[src/rtl/fifo_storage_pkg.sv]
// Shared definitions for the FIFO storage slice: default geometry and skid buffer states.
// The top module honours the optional FIFO_WR_BYPASS_EN build macro.
package fifo_storage_pkg;

    localparam int FIFO_ADDR_W = 32;
    localparam int FIFO_DEEP   = 16;
    localparam int FIFO_DATA_W = 32;

    typedef enum logic [1:0] {
        SKID_EMPTY = 2'd0,
        SKID_ONE   = 2'd1,
        SKID_TWO   = 2'd2
    } skid_state_e;

endpackage

[src/rtl/fifo_skid_buf.sv]
// Two-entry output skid buffer with valid/ready handshake and sticky overrun flag.
// Outputs are driven straight from registers; dout_ready only steers next state.
module fifo_skid_buf
    import fifo_storage_pkg::*;
#(
    parameter int DATA_W = FIFO_DATA_W
) (
    input  logic              clk,
    input  logic              rst,
    input  logic              flush,
    input  logic              push,
    input  logic [DATA_W-1:0] push_data,
    input  logic              dout_ready,
    output logic [DATA_W-1:0] dout,
    output logic              dout_valid,
    output logic              overrun
);

    skid_state_e       state_r, state_nxt_s;
    logic [DATA_W-1:0] head_r, head_nxt_s;
    logic [DATA_W-1:0] tail_r, tail_nxt_s;
    logic              valid_r, valid_nxt_s;
    logic              overrun_r, overrun_nxt_s;
    logic              pop_s;

    assign pop_s = valid_r & dout_ready;

    // Buffer state, entries and flags
    always_ff @(posedge clk or posedge rst) begin
        if (rst) begin
            state_r   <= SKID_EMPTY;
            head_r    <= {DATA_W{1'b0}};
            tail_r    <= {DATA_W{1'b0}};
            valid_r   <= 1'b0;
            overrun_r <= 1'b0;
        end else begin
            state_r   <= state_nxt_s;
            head_r    <= head_nxt_s;
            tail_r    <= tail_nxt_s;
            valid_r   <= valid_nxt_s;
            overrun_r <= overrun_nxt_s;
        end
    end

    // Next-state logic: flush wins over any same-cycle push or pop
    always_comb begin
        state_nxt_s   = state_r;
        head_nxt_s    = head_r;
        tail_nxt_s    = tail_r;
        valid_nxt_s   = valid_r;
        overrun_nxt_s = overrun_r;
        if (flush) begin
            state_nxt_s   = SKID_EMPTY;
            valid_nxt_s   = 1'b0;
            overrun_nxt_s = 1'b0;
        end else begin
            case (state_r)
                SKID_EMPTY: begin
                    if (push) begin
                        head_nxt_s  = push_data;
                        valid_nxt_s = 1'b1;
                        state_nxt_s = SKID_ONE;
                    end else begin
                        state_nxt_s = SKID_EMPTY;
                    end
                end
                SKID_ONE: begin
                    if (push && pop_s) begin
                        head_nxt_s  = push_data;
                    end else if (push) begin
                        tail_nxt_s  = push_data;
                        state_nxt_s = SKID_TWO;
                    end else if (pop_s) begin
                        valid_nxt_s = 1'b0;
                        state_nxt_s = SKID_EMPTY;
                    end else begin
                        state_nxt_s = SKID_ONE;
                    end
                end
                SKID_TWO: begin
                    if (push && pop_s) begin
                        head_nxt_s  = tail_r;
                        tail_nxt_s  = push_data;
                    end else if (pop_s) begin
                        head_nxt_s  = tail_r;
                        state_nxt_s = SKID_ONE;
                    end else if (push) begin
                        overrun_nxt_s = 1'b1;
                    end else begin
                        state_nxt_s = SKID_TWO;
                    end
                end
                default: begin
                    state_nxt_s = SKID_EMPTY;
                    valid_nxt_s = 1'b0;
                end
            endcase
        end
    end

    assign dout       = head_r;
    assign dout_valid = valid_r;
    assign overrun    = overrun_r;

endmodule

[src/rtl/fifo_storage.sv]
// FIFO memory array driven by the address generator's grants, feeding a skid buffer.
// Define FIFO_WR_BYPASS_EN for write-first behaviour on same-address write/read.
module fifo_storage
    import fifo_storage_pkg::*;
#(
    parameter int WIDTH  = FIFO_ADDR_W,
    parameter int DATA_W = FIFO_DATA_W,
    parameter int DEPTH  = FIFO_DEEP
) (
    input  logic              clk,
    input  logic              rst,
    input  logic              en,
    input  logic              flush,
    input  logic              we_n,
    input  logic              re_n,
    input  logic [WIDTH-1:0]  wr_addr,
    input  logic [WIDTH-1:0]  rd_addr,
    input  logic [DATA_W-1:0] din,
    output logic [DATA_W-1:0] dout,
    output logic              dout_valid,
    input  logic              dout_ready,
    output logic              overrun
);

    localparam int               AW      = $clog2(DEPTH);
    localparam logic [WIDTH-1:0] DEPTH_L = WIDTH'(DEPTH);

    logic [DATA_W-1:0] mem_r [DEPTH];
    logic              wr_en_s;
    logic              rd_in_range_s;
    logic              wr_in_range_s;
    logic              bypass_hit_s;
    logic              flush_s;
    logic              push_s;
    logic [DATA_W-1:0] rd_data_s;

    assign wr_in_range_s = (wr_addr < DEPTH_L);
    assign rd_in_range_s = (rd_addr < DEPTH_L);
    assign wr_en_s       = en & we_n & wr_in_range_s;
    assign flush_s       = en & flush;
    assign push_s        = en & re_n;

`ifdef FIFO_WR_BYPASS_EN
    assign bypass_hit_s = wr_en_s & rd_in_range_s & (wr_addr == rd_addr);
`else
    assign bypass_hit_s = 1'b0;
`endif

    // Memory write port; contents survive reset and flush
    always_ff @(posedge clk) begin
        if (wr_en_s) begin
            mem_r[wr_addr[AW-1:0]] <= din;
        end else begin
            mem_r[wr_addr[AW-1:0]] <= mem_r[wr_addr[AW-1:0]];
        end
    end

    // Read data select: bypass, memory, or zero for out-of-range
    always_comb begin
        rd_data_s = {DATA_W{1'b0}};
        if (bypass_hit_s) begin
            rd_data_s = din;
        end else if (rd_in_range_s) begin
            rd_data_s = mem_r[rd_addr[AW-1:0]];
        end else begin
            rd_data_s = {DATA_W{1'b0}};
        end
    end

    fifo_skid_buf #(
        .DATA_W (DATA_W)
    ) u_skid (
        .clk        (clk),
        .rst        (rst),
        .flush      (flush_s),
        .push       (push_s),
        .push_data  (rd_data_s),
        .dout_ready (dout_ready),
        .dout       (dout),
        .dout_valid (dout_valid),
        .overrun    (overrun)
    );

endmodule

[config.mk]
export PLATFORM = sky130hd
export DESIGN_NAME = fifo_storage
export DESIGN_NICKNAME = d
export VERILOG_FILES = /design/src/rtl/fifo_storage_pkg.sv /design/src/rtl/fifo_skid_buf.sv /design/src/rtl/fifo_storage.sv
export SDC_FILE = /design/constraint.sdc
export NUM_CORES = 1
export LEC_CHECK = 0
export CAP_MARGIN = 20
export CELL_PAD_IN_SITES_DETAIL_PLACEMENT = 0
export CELL_PAD_IN_SITES_GLOBAL_PLACEMENT = 1
export CORE_ASPECT_RATIO = 0.9
export CORE_MARGIN = 1
export CORE_UTILIZATION = 51
export DETAILED_ROUTE_END_ITERATION = 7
export PLACE_DENSITY_LB_ADDON = 0.1
export SYNTH_ARGS = -nofsm -noshare
export SYNTH_HDL_FRONTEND = slang
export SYNTH_SLANG_ARGS = --single-unit
[constraint.sdc]
create_clock -name clk -period 2.7 [get_ports clk]
set_input_delay 0.405 -clock clk [delete_from_list [all_inputs] [get_ports clk]]
set_output_delay 0.405 -clock clk [all_outputs]
set_load 0.02 [all_outputs]
==> results of run 1 <==
[placed cells by master (no fill, tap or decap), types with 3 or more instances in the layout]
cell / Yosys / routed
nor3_4: 0 / 4
buf_4: 3 / 53
dfrtp_1: 68 / 68
mux4_2: 67 / 67
a22oi_1: 94 / 94
buf_12: 1 / 30
clkbuf_16: 0 / 59
nand3_1: 4 / 4
nand2_1: 71 / 71
nor3b_1: 31 / 31
mux2_4: 22 / 22
a221oi_2: 31 / 31
bufinv_16: 0 / 4
clkbuf_1: 32 / 16
edfxtp_1: 512 / 512
mux2_2: 94 / 94
clkbuf_8: 0 / 5
nor4_1: 13 / 13
mux2_1: 8 / 8
clkinv_1: 0 / 7
clkdlybuf4s50_1: 0 / 132
nor2_1: 51 / 38
nor2_4: 0 / 13
clkinvlp_4: 0 / 3
clkinv_2: 0 / 12
nand2b_1: 4 / 4
o21ai_1: 62 / 62
[synth_stat cells, types with 2 or more instances]
master,number
a21boi_1,2
a21oi_1,2
a221oi_2,31
a22oi_1,94
buf_2,26
buf_4,3
buf_6,8
buf_8,2
clkbuf_1,32
dfrtp_1,68
edfxtp_1,512
inv_1,3
mux2_1,8
mux2_2,94
mux2_4,22
mux4_2,67
nand2_1,71
nand2b_1,4
nand3_1,4
nand3b_1,2
nand4_1,2
nor2_1,51
nor2b_1,2
nor3_1,5
nor3b_1,31
nor4_1,13
nor4b_1,2
o21ai_1,62
o22ai_1,2
[worst reg2reg max path, cell delays in order, from the launching register on]
cell and delay (ns):
edfxtp_1 0.36, mux2_2 0.28, a221oi_2 0.43, a22oi_1 0.16, nor2_1 0.39, o21ai_1 0.15
[final cells by class]
| cell class | instances | area (µm²) | area share (%) |
|---|---|---|---|
| Sequential cell | 580 | 17080 | 61.64 |
| Multi-Input combinational cell | 583 | 5670 | 20.47 |
| Inverter | 3 | 11.26 | 0.04064 |
| Clock inverter | 28 | 246.5 | 0.8897 |
| Antenna cell | 2 | 5.005 | 0.01806 |
| Timing Repair Buffer | 217 | 2340 | 8.445 |
| Clock buffer | 80 | 1605 | 5.794 |
| Tap cell | 600 | 750.7 | 2.710 |
[power groups by stage]
stage	combinational, µW	clock [µW]	sequential, µW
3_3_place_gp	1120	0	9970
5_1_grt	1210	8290	9780
6_report	1130	7810	9790
4_1_cts	1140	7940	9780
3_5_place_dp	1130	0	9970
2_1_floorplan	550	0	9970
[worst max path at each step]
stage | start | endpoint | slack, ns | cells past startpoint
3_5_place_dp | wr_addr[18] | mem_r[1][31] | -0.10 | 10
2_1_floorplan | en | mem_r[7][0] | -0.46 | 6
5_1_grt | wr_addr[18] | mem_r[2][17] | 0.39 | 10
4_1_cts | wr_addr[18] | mem_r[1][28] | 0.53 | 10
6_report | wr_addr[18] | mem_r[2][17] | 0.52 | 10
3_3_place_gp | wr_addr[18] | mem_r[1][9] | -0.09 | 10
[per-layer routing]
layer  up-vias  global-route usage, %  wire length (µm)
met5         -                      0                 0
met4         0                  6.463               944
met3        69                  6.440              5088
met2       472                  36.45             24760
met1      6327                  38.82             25480
li1       5434                      -                 -
[registers in the layout, summed over array words and instances (netlist names)]
name and count:
u_skid.dout_valid 1, u_skid.dout 32, u_skid.tail_r 32, u_skid.state_r 2, u_skid.overrun 1, mem_r 512
[metrics by stage]
stage          setup WS (ns)  instances  hold slack, ns  cell area, µm²  utilization, %
6_report              0.5193       2093          0.2426           27710           62.54
5_1_grt               0.3904       2092          0.2876           27700           62.54
4_1_cts               0.5328       2091          0.2359           27700           62.53
3_5_place_dp         -0.1023       1983          0.4713           25850           58.35
3_3_place_gp        -0.08762       1983          0.4617           25850           58.35
2_1_floorplan        -0.4646       1239          0.4497           23030               -
[logic make-up after synthesis]
| logic type | count (synthesis) |
|---|---|
| muxes | 191 |
| and+or+nand+nor | 193 |
| AOI/OAI and AO/OA | 199 |
| buffers and inverters | 76 |
| DFF | 580 |
==> metrics.md, run 1 <==
| Metric | Value |
|---|---|
| Row cnt | 73 |
| CP Launch Type | input port |
| Pint | 14760 µW |
| Cell family with most CP delay | buffers and inverters |
| XOR/XNOR Fraction of Synth Area | 0% |
| Post-Synth Simple-Gate Area | 4.107% |
| Final hold viol count | 0 |
| Cts repair resizes | 0 |
| # Post-CTS Setup Buffers | 0 |
| Vias/cell | 5.878 |
| TritonCTS clock tree | yes |
| Switch share | between 20% and 30% |
| Initial drt markers | 1169 |
| Clock power frac | 41.7% |
| Share of layout cells above drive strength 1 | 27.23% |
| Sw Pwr | 3965 µW |
| Hold-fix buffers, CTS | 0 |
| Top cell type's share of synthesized area | between 60% and 70% |
| CTS buffer count | 57 |
| VDD IR max | 498.8 µV |
| Crit Path Category | in -> reg |
| Syn nets | 1342 |
| Mapped cell area | 23000 µm² |
| Async set-or-reset flop fraction in the synthesized netlist | 11.72% |
| I/O pin total | 137 |
| Maxcap violations | 0 |
| Clk root buf | clkbuf_16 |
| RSZ-0062 raised after global routing | no |
| Synth area leaders | edfxtp_1 (67%), dfrtp_1 (7.4%), mux4_2 (6.6%), mux2_2 (4.6%), a22oi_1 (3.1%) |
| Port buffer count | 136 |
| Slowest cell on crit path | clkdlybuf4s50_1 |
| Die Area | ~46000 µm² |
| Main combinational cell family by area after synthesis | multiplexers |
| ANT nets after route | 0 |
| # setup viols final | 0 |
| Sink Count | 580 |
| CP Max Fanout | 32 |
| Logic pwr share | roughly 6.1% |
| Pin count of the biggest net entering global routing | a little over 40 |
| Initial antenna violation count | 3 |
| Pwr dens | 675.8 nW/µm² |
| Via count | 12302 |
| Worst Skew | 0.02333 ns |
| Tightest Pin Transition | slightly below 0.9 ns |
| Hpwl dp | 36.77 mm |
| Required @ worst endpoint | 2.98 ns |
| Crit path capture type | flop |
| Sequential fraction of design power | between 50% and 60% |
| Hold Crit Class | in -> async |
| GP Congestion | around 0.8 |
| Layout area overhead | 20.46% |
| Chip width | 225.9 µm |
| GRT Residual Overflow | 0 |
| Status | finished, final reports clean |
| Setup slack, reg-to-reg | about 0.80 ns |
| Top_reg_cell synth | edfxtp_1 |
| CP cell instances | clkdlybuf4s50_1 > nor4b_2 > buf_4 > nand4_1 > nor2_1 > buf_4 > nand3b_1 > buf_4 > nor3_4 > buf_12 |
| Worst r2r src | mem_r[0][21] |
| #FFs+latches synth | 580 |
| Final period util | 80.77% |
| Sequential area share after synthesis | 74.25% |
| Worst Reg2Reg Path Length in Cells | 5 |
| WL/cell | roughly 27 µm |
| Lkg Pwr | 0.009221 µW |
| Compound-cell area share of the yosys netlist | 6.795% |
| Syn Inst Count | 1239 |
| Reg-to-reg endpoint | u_skid.tail_r[21] |
| Mapped Avg Cell Area | ~19 µm² |
| CP peak stage delay | around 0.41 ns |
| Critical Path Most Common Cell | buf_4 |
| Setup_tns | 0 ns |
| First-pass GRT wire length | 83.01 mm |
| Initial core utilization | 51.92% |
| Clock H-tree levels | 2 |
| Area leader, netlist | edfxtp_1 |
| Slew headroom | 41.92% |
| Fillcell total | 3167 |
| Synth warn | 0 |
| Clk_lat worst skew | 0.61 ns |
| Arr. time, crit path | 2.47 ns |
| Adder-cell share of the synthesized area | 0% |
| Vias in the first global route | 12654 |
| TritonRoute pass-1 iters | 5 |
| NumNets Final | 1545 |
| Clock-pin slew on the worst setup and hold paths | 0.06 ns |
| Pwr Total | ~19000 µW |
| DIE HEIGHT | ~200 µm |
| Final WL | 56.27 mm |
| CORE AREA | 44300 µm² |
| Netlist cell types | 43 |
| Number of remaining DRC errors | 0 |
| Minimum clock period | 2.181 ns |
| Final Slew Violations | 0 |
| Fmax | 458.6 MHz |
| Clock tree buffer depth | 3 |
| WP buf/inv | 5 |
| GRT Util Overall | approximately a quarter |
| EDFF count, synth | 512 |
| Mux cell area share after synthesis | between 10% and 20% |
No activity file was read; power rests on OpenSTA's default activity.
==> inputs of run 2 (changes only) <==
--- a/config.mk
+++ b/config.mk
@@ -10,7 +10,7 @@
 export CELL_PAD_IN_SITES_GLOBAL_PLACEMENT = 1
 export CORE_ASPECT_RATIO = 0.9
 export CORE_MARGIN = 1
-export CORE_UTILIZATION = 51
+export CORE_UTILIZATION = 46
 export DETAILED_ROUTE_END_ITERATION = 7
 export PLACE_DENSITY_LB_ADDON = 0.1
 export SYNTH_ARGS = -nofsm -noshare
==> constraint.sdc (replaced) <==
create_clock -name clk -period 1.8 [get_ports clk]
set_input_delay 0.27 -clock clk [delete_from_list [all_inputs] [get_ports clk]]
set_output_delay 0.27 -clock clk [all_outputs]
set_load 0.02 [all_outputs]
==> metrics.md, run 2 (synthesis gave the netlist of run 1 again) <==
| Metric | Value |
|---|---|
| Clock H-tree levels | 2 (unchanged) |
| Chip width | 237.7 µm (+5.2%) |
| Tightest Pin Transition | 1.077 ns (+0.2089 ns) |
| RSZ-0062 raised after global routing | yes |
| Minimum clock period | around 2.2 ns |
| CORE AREA | 49230 µm² (+11%) |
| Clk root buf | clkbuf_16 |
| Commonest non-fill, non-tap cell in the layout | edfxtp_1 |
| Row cnt | 77 (+5.5%) |
| Required @ worst endpoint | 2.14 ns (-0.84 ns) |
| CP Max Fanout | 5 (-84%) |
| DIE HEIGHT | 214.1 µm (+5.2%) |
| Final Slew Violations | 0 (unchanged) |
| CTS buffer count | 58 (+1.8%) |
| Maxcap violations | 0 (unchanged) |
| TritonCTS clock tree | yes |
| CP Launch Type | input port |
| Commonest cells after routing, fill and taps aside | edfxtp_1 (512), buf_4 (146), mux2_2 (94), a22oi_1 (94), clkbuf_16 (84) |
| Clock tree buffer depth | 3 (unchanged) |
| Initial drt markers | 1247 (+6.7%) |
| CP cell instances | buf_6 > nor4b_4 > nand4_1 > buf_4 > nor2_4 > buf_6 > nand3b_1 > buf_6 > buf_4 > buf_6 > nor2_4 > buf_12 > clkbuf_16 |
| Final WS setup | -0.3512 ns (-0.8705 ns) |
| Final antenna diode count | 0 (-2) |
| Initial antenna violation count | 1 (-2) |
| ANT nets after route | 0 (unchanged) |
| TritonRoute pass-1 iters | 5 (unchanged) |
| Failing checks | setup timing |
| GP Congestion | 0.8154 (+2.1%) |
| GRT Util Overall | 23.89% (-1.5 points) |
| Fillcell total | 3539 (+12%) |
| Layout area overhead | 33.66% |
| Final WL | 63.29 mm (+12%) |
| Vias/cell | 5.648 (-3.9%) |
| NumNets Final | 1752 (+13%) |
| Clock-pin slew on the worst setup and hold paths | 0.06 ns (about the same) |
| Final core occ | 62.44% (-0.10 points) |
| Area of the multi-input gates | 5757 µm² (+1.5%) |
| Worst hold slack | 0.3703 ns (+0.1277 ns) |
| Initial core utilization | 46.72% (-5.2 points) |
| Hpwl dp | 39.58 mm (+7.6%) |
| CP peak stage delay | 0.37 ns (-0.04 ns) |
| Fmax | 464.9 MHz |
| Seq. cell area | 17080 µm² (unchanged) |
| GRT Residual Overflow | 0 (unchanged) |
| Slew headroom | 28.03% (-14 points) |
| Setup_tns | -101.68 ns (-101.68 ns) |
| Hold Crit Class | in -> reg |
| Sink Count | 580 (unchanged) |
| Clk_lat worst skew | 0.62 ns (about the same) |
| Pwr Total | 28480 µW (+52%) |
| Number of remaining DRC errors | 0 (unchanged) |
| WL/cell | 26.77 µm (-0.43%) |
| I/O pin total | 137 (unchanged) |
| Via count | 13351 (+8.5%) |
| Vias in the first global route | 13166 (+4.0%) |
| First-pass GRT wire length | 88.29 mm (+6.4%) |
| Critical Path Most Common Cell | buf_6 |
| Pwr dens | 926.4 nW/µm² (+37%) |
| Lkg Pwr | 0.01128 µW (+22%) |
| Final hold viol count | 0 (unchanged) |
| Port buffer count | 136 (unchanged) |
| Arr. time, crit path | 2.49 ns (+0.02 ns) |
| Pin count of the biggest net entering global routing | 34 (-17%) |
| Post-place setup slack | -1.205 ns (-1.102 ns) |
| VDD IR max | 860.3 µV (+72%) |
| Die Area | 50900 µm² (+11%) |
| # setup viols final | 504 (+504) |
| Worst Skew | 0.01679 ns (-0.006540 ns) |
| Final period util | 119.5% |
| Crit Path Category | in -> reg |
| Flip-flop count of the largest register after layout | 512 (unchanged) |
| Status | complete, but fails checks |
| Share of layout cells above drive strength 1 | 37.09% (+9.9 points) |
| Crit path capture type | flop |
| Slowest cell on crit path | nand4_1 |
[run 2: cell types whose count changed in the layout (fill, tap and decap cells not counted), moves of 6 or more]
cell / before / now
buf_4: 53 / 146
clkdlybuf4s50_1: 132 / 82
buf_12: 30 / 67
dlymetal6s2s_1: 0 / 33
buf_6: 0 / 32
clkbuf_16: 59 / 84
buf_16: 0 / 10
buf_8: 1 / 11
buf_2: 1 / 9
clkbuf_1: 16 / 10
[run 2: repair_timing]
item                                    in CTS  in global routing
gates cloned                                18                 31
endpoints found under the setup margin     546                561
hold buffers                                 2                  0
resized for setup                          112                 73
endpoints found under the hold margin       10                  0
pin swaps                                   13                 15
setup buffers                               35                 23
[run 2: stage by stage]
step	cell area, µm²	cells
3_3_place_gp	27050	2171
4_1_cts	29940	2327
2_1_floorplan	23160	1239
6_report	30740	2364
5_1_grt	30740	2364
3_5_place_dp	27050	2171
[run 2: layout make-up]
type / count / area share [%]
inverter: 3 / 0.04884
clock buffer: 71 / 5.088
sequential: 580 / 55.55
multi-input combinational: 583 / 18.73
tap: 671 / 2.731
timing repair buffer: 423 / 16.93
clock inverter: 33 / 0.9280
[run 2: final timing paths]
check	slack, ns	startpoint	cells after the start	end
min	0.37	flush	3	u_skid.overrun
max in group asynchronous	0.84	rst	4	u_skid.dout[23]
min in group asynchronous	0.51	rst	3	u_skid.tail_r[19]
max reg2reg	0.05	mem_r[7][30]	4	u_skid.dout[30]
min reg2reg	0.49	u_skid.tail_r[30]	2	u_skid.tail_r[30]
max	-0.35	wr_addr[12]	13	mem_r[9][13]
[run 2: report_power, final]
part,total [µW],switching [µW],internal [µW]
Clock,11800,4950,6840
Combinational,2030,1100,924
Sequential,14700,10.7,14700
Total,28500,6070,22400
[run 2: critical path, delay by kind of cell]
kind	cells	cell delay, ns
and+or+nand+nor	5	1.01
buffers and inverters	8	1.18
[run 2: per-layer routing]
metal	global-route usage [%]	part of all wire, %	routed length [µm]
met1	36.91	46	28800
met2	35.11	46	29030
met3	5.304	7.5	4740
met4	4.172	1.1	703
met5	0	0.014	9
==> inputs of run 3 (changes only) <==
--- a/config.mk
+++ b/config.mk
@@ -10,7 +10,8 @@
 export CELL_PAD_IN_SITES_GLOBAL_PLACEMENT = 1
 export CORE_ASPECT_RATIO = 0.9
 export CORE_MARGIN = 1
-export CORE_UTILIZATION = 46
+export CORE_UTILIZATION = 48
+export CTS_BUF_LIST = sky130_fd_sc_hd__clkbuf_4
 export DETAILED_ROUTE_END_ITERATION = 7
 export PLACE_DENSITY_LB_ADDON = 0.1
 export SYNTH_ARGS = -nofsm -noshare
==> metrics.md, run 3 (synthesis gave the netlist of run 1 again) <==
| Metric | Value |
|---|---|
| Required @ worst endpoint | 2.63 ns (+0.49 ns) |
| I/O pin total | 137 (unchanged) |
| Via count | 13478 (+0.95%) |
| Failing checks | setup timing |
| CP Max Fanout | 2 (-3) |
| Final period util | 100.5% (-19 points) |
| Tightest Pin Transition | 0.5978 ns (-0.4794 ns) |
| Commonest cells after routing, fill and taps aside | edfxtp_1 (512), clkbuf_4 (222), buf_4 (166) |
| Pwr Total | 27730 µW (-2.6%) |
| WL/cell | 23.86 µm (-11%) |
| CTS buffer count | 149 (+160%) |
| Vias in the first global route | 13662 (+3.8%) |
| Sink Count | 580 (unchanged) |
| Maxcap violations | 0 (unchanged) |
| Pint | 21440 µW (-4.3%) |
| Pin count of the biggest net entering global routing | 48 (+41%) |
| Crit path capture type | flop |
| Flip-flop count of the largest register after layout | 512 (unchanged) |
| Slew headroom | 60.02% (+32 points) |
| Final WL | 58.16 mm (-8.1%) |
| Commonest non-fill, non-tap cell in the layout | edfxtp_1 |
| Status | complete, but fails checks |
| Lkg Pwr | 0.01066 µW (-5.5%) |
| Slowest cell on crit path | mux4_2 |
| Sw Pwr | 6288 µW (+3.7%) |
| Clock tree buffer depth | 3 (unchanged) |
| Pwr dens | 933.7 nW/µm² (+0.79%) |
| Arr. time, crit path | 2.64 ns (+0.15 ns) |
| Fmax | 552.6 MHz (+19%) |
| Vias/cell | 5.528 (-2.1%) |
| GRT Residual Overflow | 0 (unchanged) |
| Initial core utilization | 49.02% (+2.3 points) |
| Hpwl dp | 37.75 mm (-4.6%) |
| Clk root buf | clkbuf_4 |
| Final WS setup | -0.009638 ns (+0.3415 ns) |
| Die Area | 48800 µm² (-4.1%) |
| Initial drt markers | 1027 (-18%) |
| Clk_lat worst skew | 0.97 ns (+0.35 ns) |
| ANT nets after route | 0 (unchanged) |
| Clock-pin slew on the worst setup and hold paths | 0.07 ns (about the same) |
| WP buf/inv | 0 (-8) |
| Minimum clock period | 1.810 ns (-0.3415 ns) |
| GRT met3 Usage | 7.486% (+2.2 points) |
| Clock power frac | 39.5% (-1.9 points) |
| First-pass GRT wire length | 84.93 mm (-3.8%) |
| Logic pwr share | 7.7% (+0.6 points) |
| CP Launch Type | flop |
| RSZ-0062 raised after global routing | yes |
| Fillcell total | 3456 (-2.3%) |
| Layout area overhead | 29.12% |
| GP Congestion | 0.7950 (-2.5%) |
| Chip width | 232.7 µm (-2.1%) |
| Cell family with most CP delay | multiplexers |
| Hold Crit Class | in -> reg |
| CP peak stage delay | 0.59 ns (+0.22 ns) |
| Post-place setup slack | -1.013 ns (+0.1911 ns) |
| Initial antenna violation count | 2 (+1) |
| Worst hold slack | 0.09928 ns (-0.2710 ns) |
| CP cell instances | mux4_2 > mux4_2 > nand2b_1 > o211ai_1 |
| Final Slew Violations | 0 (unchanged) |
| Share of layout cells above drive strength 1 | 42.27% (+5.2 points) |
| Crit Path Category | reg -> reg |
| Top Usage Layer GRT | met1 |
| Clock H-tree levels | 4 (+2) |
| Number of remaining DRC errors | 0 (unchanged) |
| Critical Path Most Common Cell | mux4_2 |
| GRT Util Overall | 24.28% (+0.39 points) |
| TritonCTS clock tree | yes |
| VDD IR max | 545.7 µV (-37%) |
| Sequential fraction of design power | 52.9% (+1.4 points) |
| # setup viols final | 1 (-99.8%) |
| Row cnt | 75 (-2.6%) |
| GR Util met2 | 32.78% (-2.3 points) |
| Port buffer count | 136 (unchanged) |
| DIE HEIGHT | 209.7 µm (-2.1%) |
| Worst hold path stage count | 2 (-1) |
| Worst Reg2Reg Path Length in Cells | 4 (unchanged) |
| Switch share | 22.68% (+1.4 points) |
| GRT met1 Usage | 37.41% (+0.50 points) |
| Worst Skew | 0.03335 ns (+0.01657 ns) |
| NumNets Final | 1807 (+3.1%) |
| TritonRoute pass-1 iters | 5 (unchanged) |
| Worst path depth | 4 (-9) |
| CORE AREA | 46920 µm² (-4.7%) |
| Fin area | 29700 µm² (-3.4%) |
| Post-DP Area | 26940 µm² (-0.40%) |
| Final hold viol count | 0 (unchanged) |
## run 3: area by class of cell
cell class / instances / area, µm² / area share (%)
timing repair buffer: 387 / 4161 / 14.01
multi-input combinational: 583 / 5794 / 19.51
inverter: 3 / 15.01 / 0.05056
sequential: 580 / 17080 / 57.50
clock inverter: 42 / 198.9 / 0.6699
tap: 616 / 770.7 / 2.595
clock buffer: 222 / 1667 / 5.612
antenna: 5 / 12.51 / 0.04213
## run 3: final timing paths
kind | startpoint | slack, ns | to
min | din[15] | 0.1 | mem_r[15][15]
min reg2reg | u_skid.tail_r[17] | 0.48 | u_skid.tail_r[17]
min in group asynchronous | rst | 0.14 | u_skid.dout[11]
max | mem_r[7][30] | -0.01 | u_skid.dout[30]
max reg2reg | mem_r[7][30] | -0.01 | u_skid.dout[30]
max in group asynchronous | rst | 1.15 | u_skid.tail_r[27]
## run 3: per-layer routing
layer | wire [µm] | up-vias
met5 | 0 | -
met4 | 929 | 0
met3 | 4804 | 69
met2 | 25440 | 489
met1 | 26980 | 6858
li1 | - | 6062
## run 3: power groups by stage
| stage | Clock (µW) | Combinational (µW) | Sequential (µW) |
|---|---|---|---|
| finish | 10900 | 2130 | 14700 |
| global route | 12000 | 2270 | 14700 |
| CTS | 11300 | 2090 | 14700 |
| detailed placement | 0 | 2030 | 14900 |
| global placement | 0 | 2010 | 14900 |
| floorplan | 0 | 835 | 15000 |
## run 3: what timing repair did
item | in CTS | in global routing
endpoints found under the hold margin | 176 | 0
hold buffers | 23 | 0
gates cloned | 0 | 9
endpoints found under the setup margin | 35 | 381
buffers inserted | 24 | 10
gates resized for setup | 205 | 45
pin swaps | 0 | 10
## run 3: through the flow
stage	TNS, ns	utilization, %	std cells
after floorplan	-186.14	-	1239
after global placement	-500.17	57.42	2104
after detailed placement	-490.24	57.42	2104
after CTS	-1.790	62.37	2415
after global routing	-2.600	63.29	2438
final	-0.009638	63.29	2438
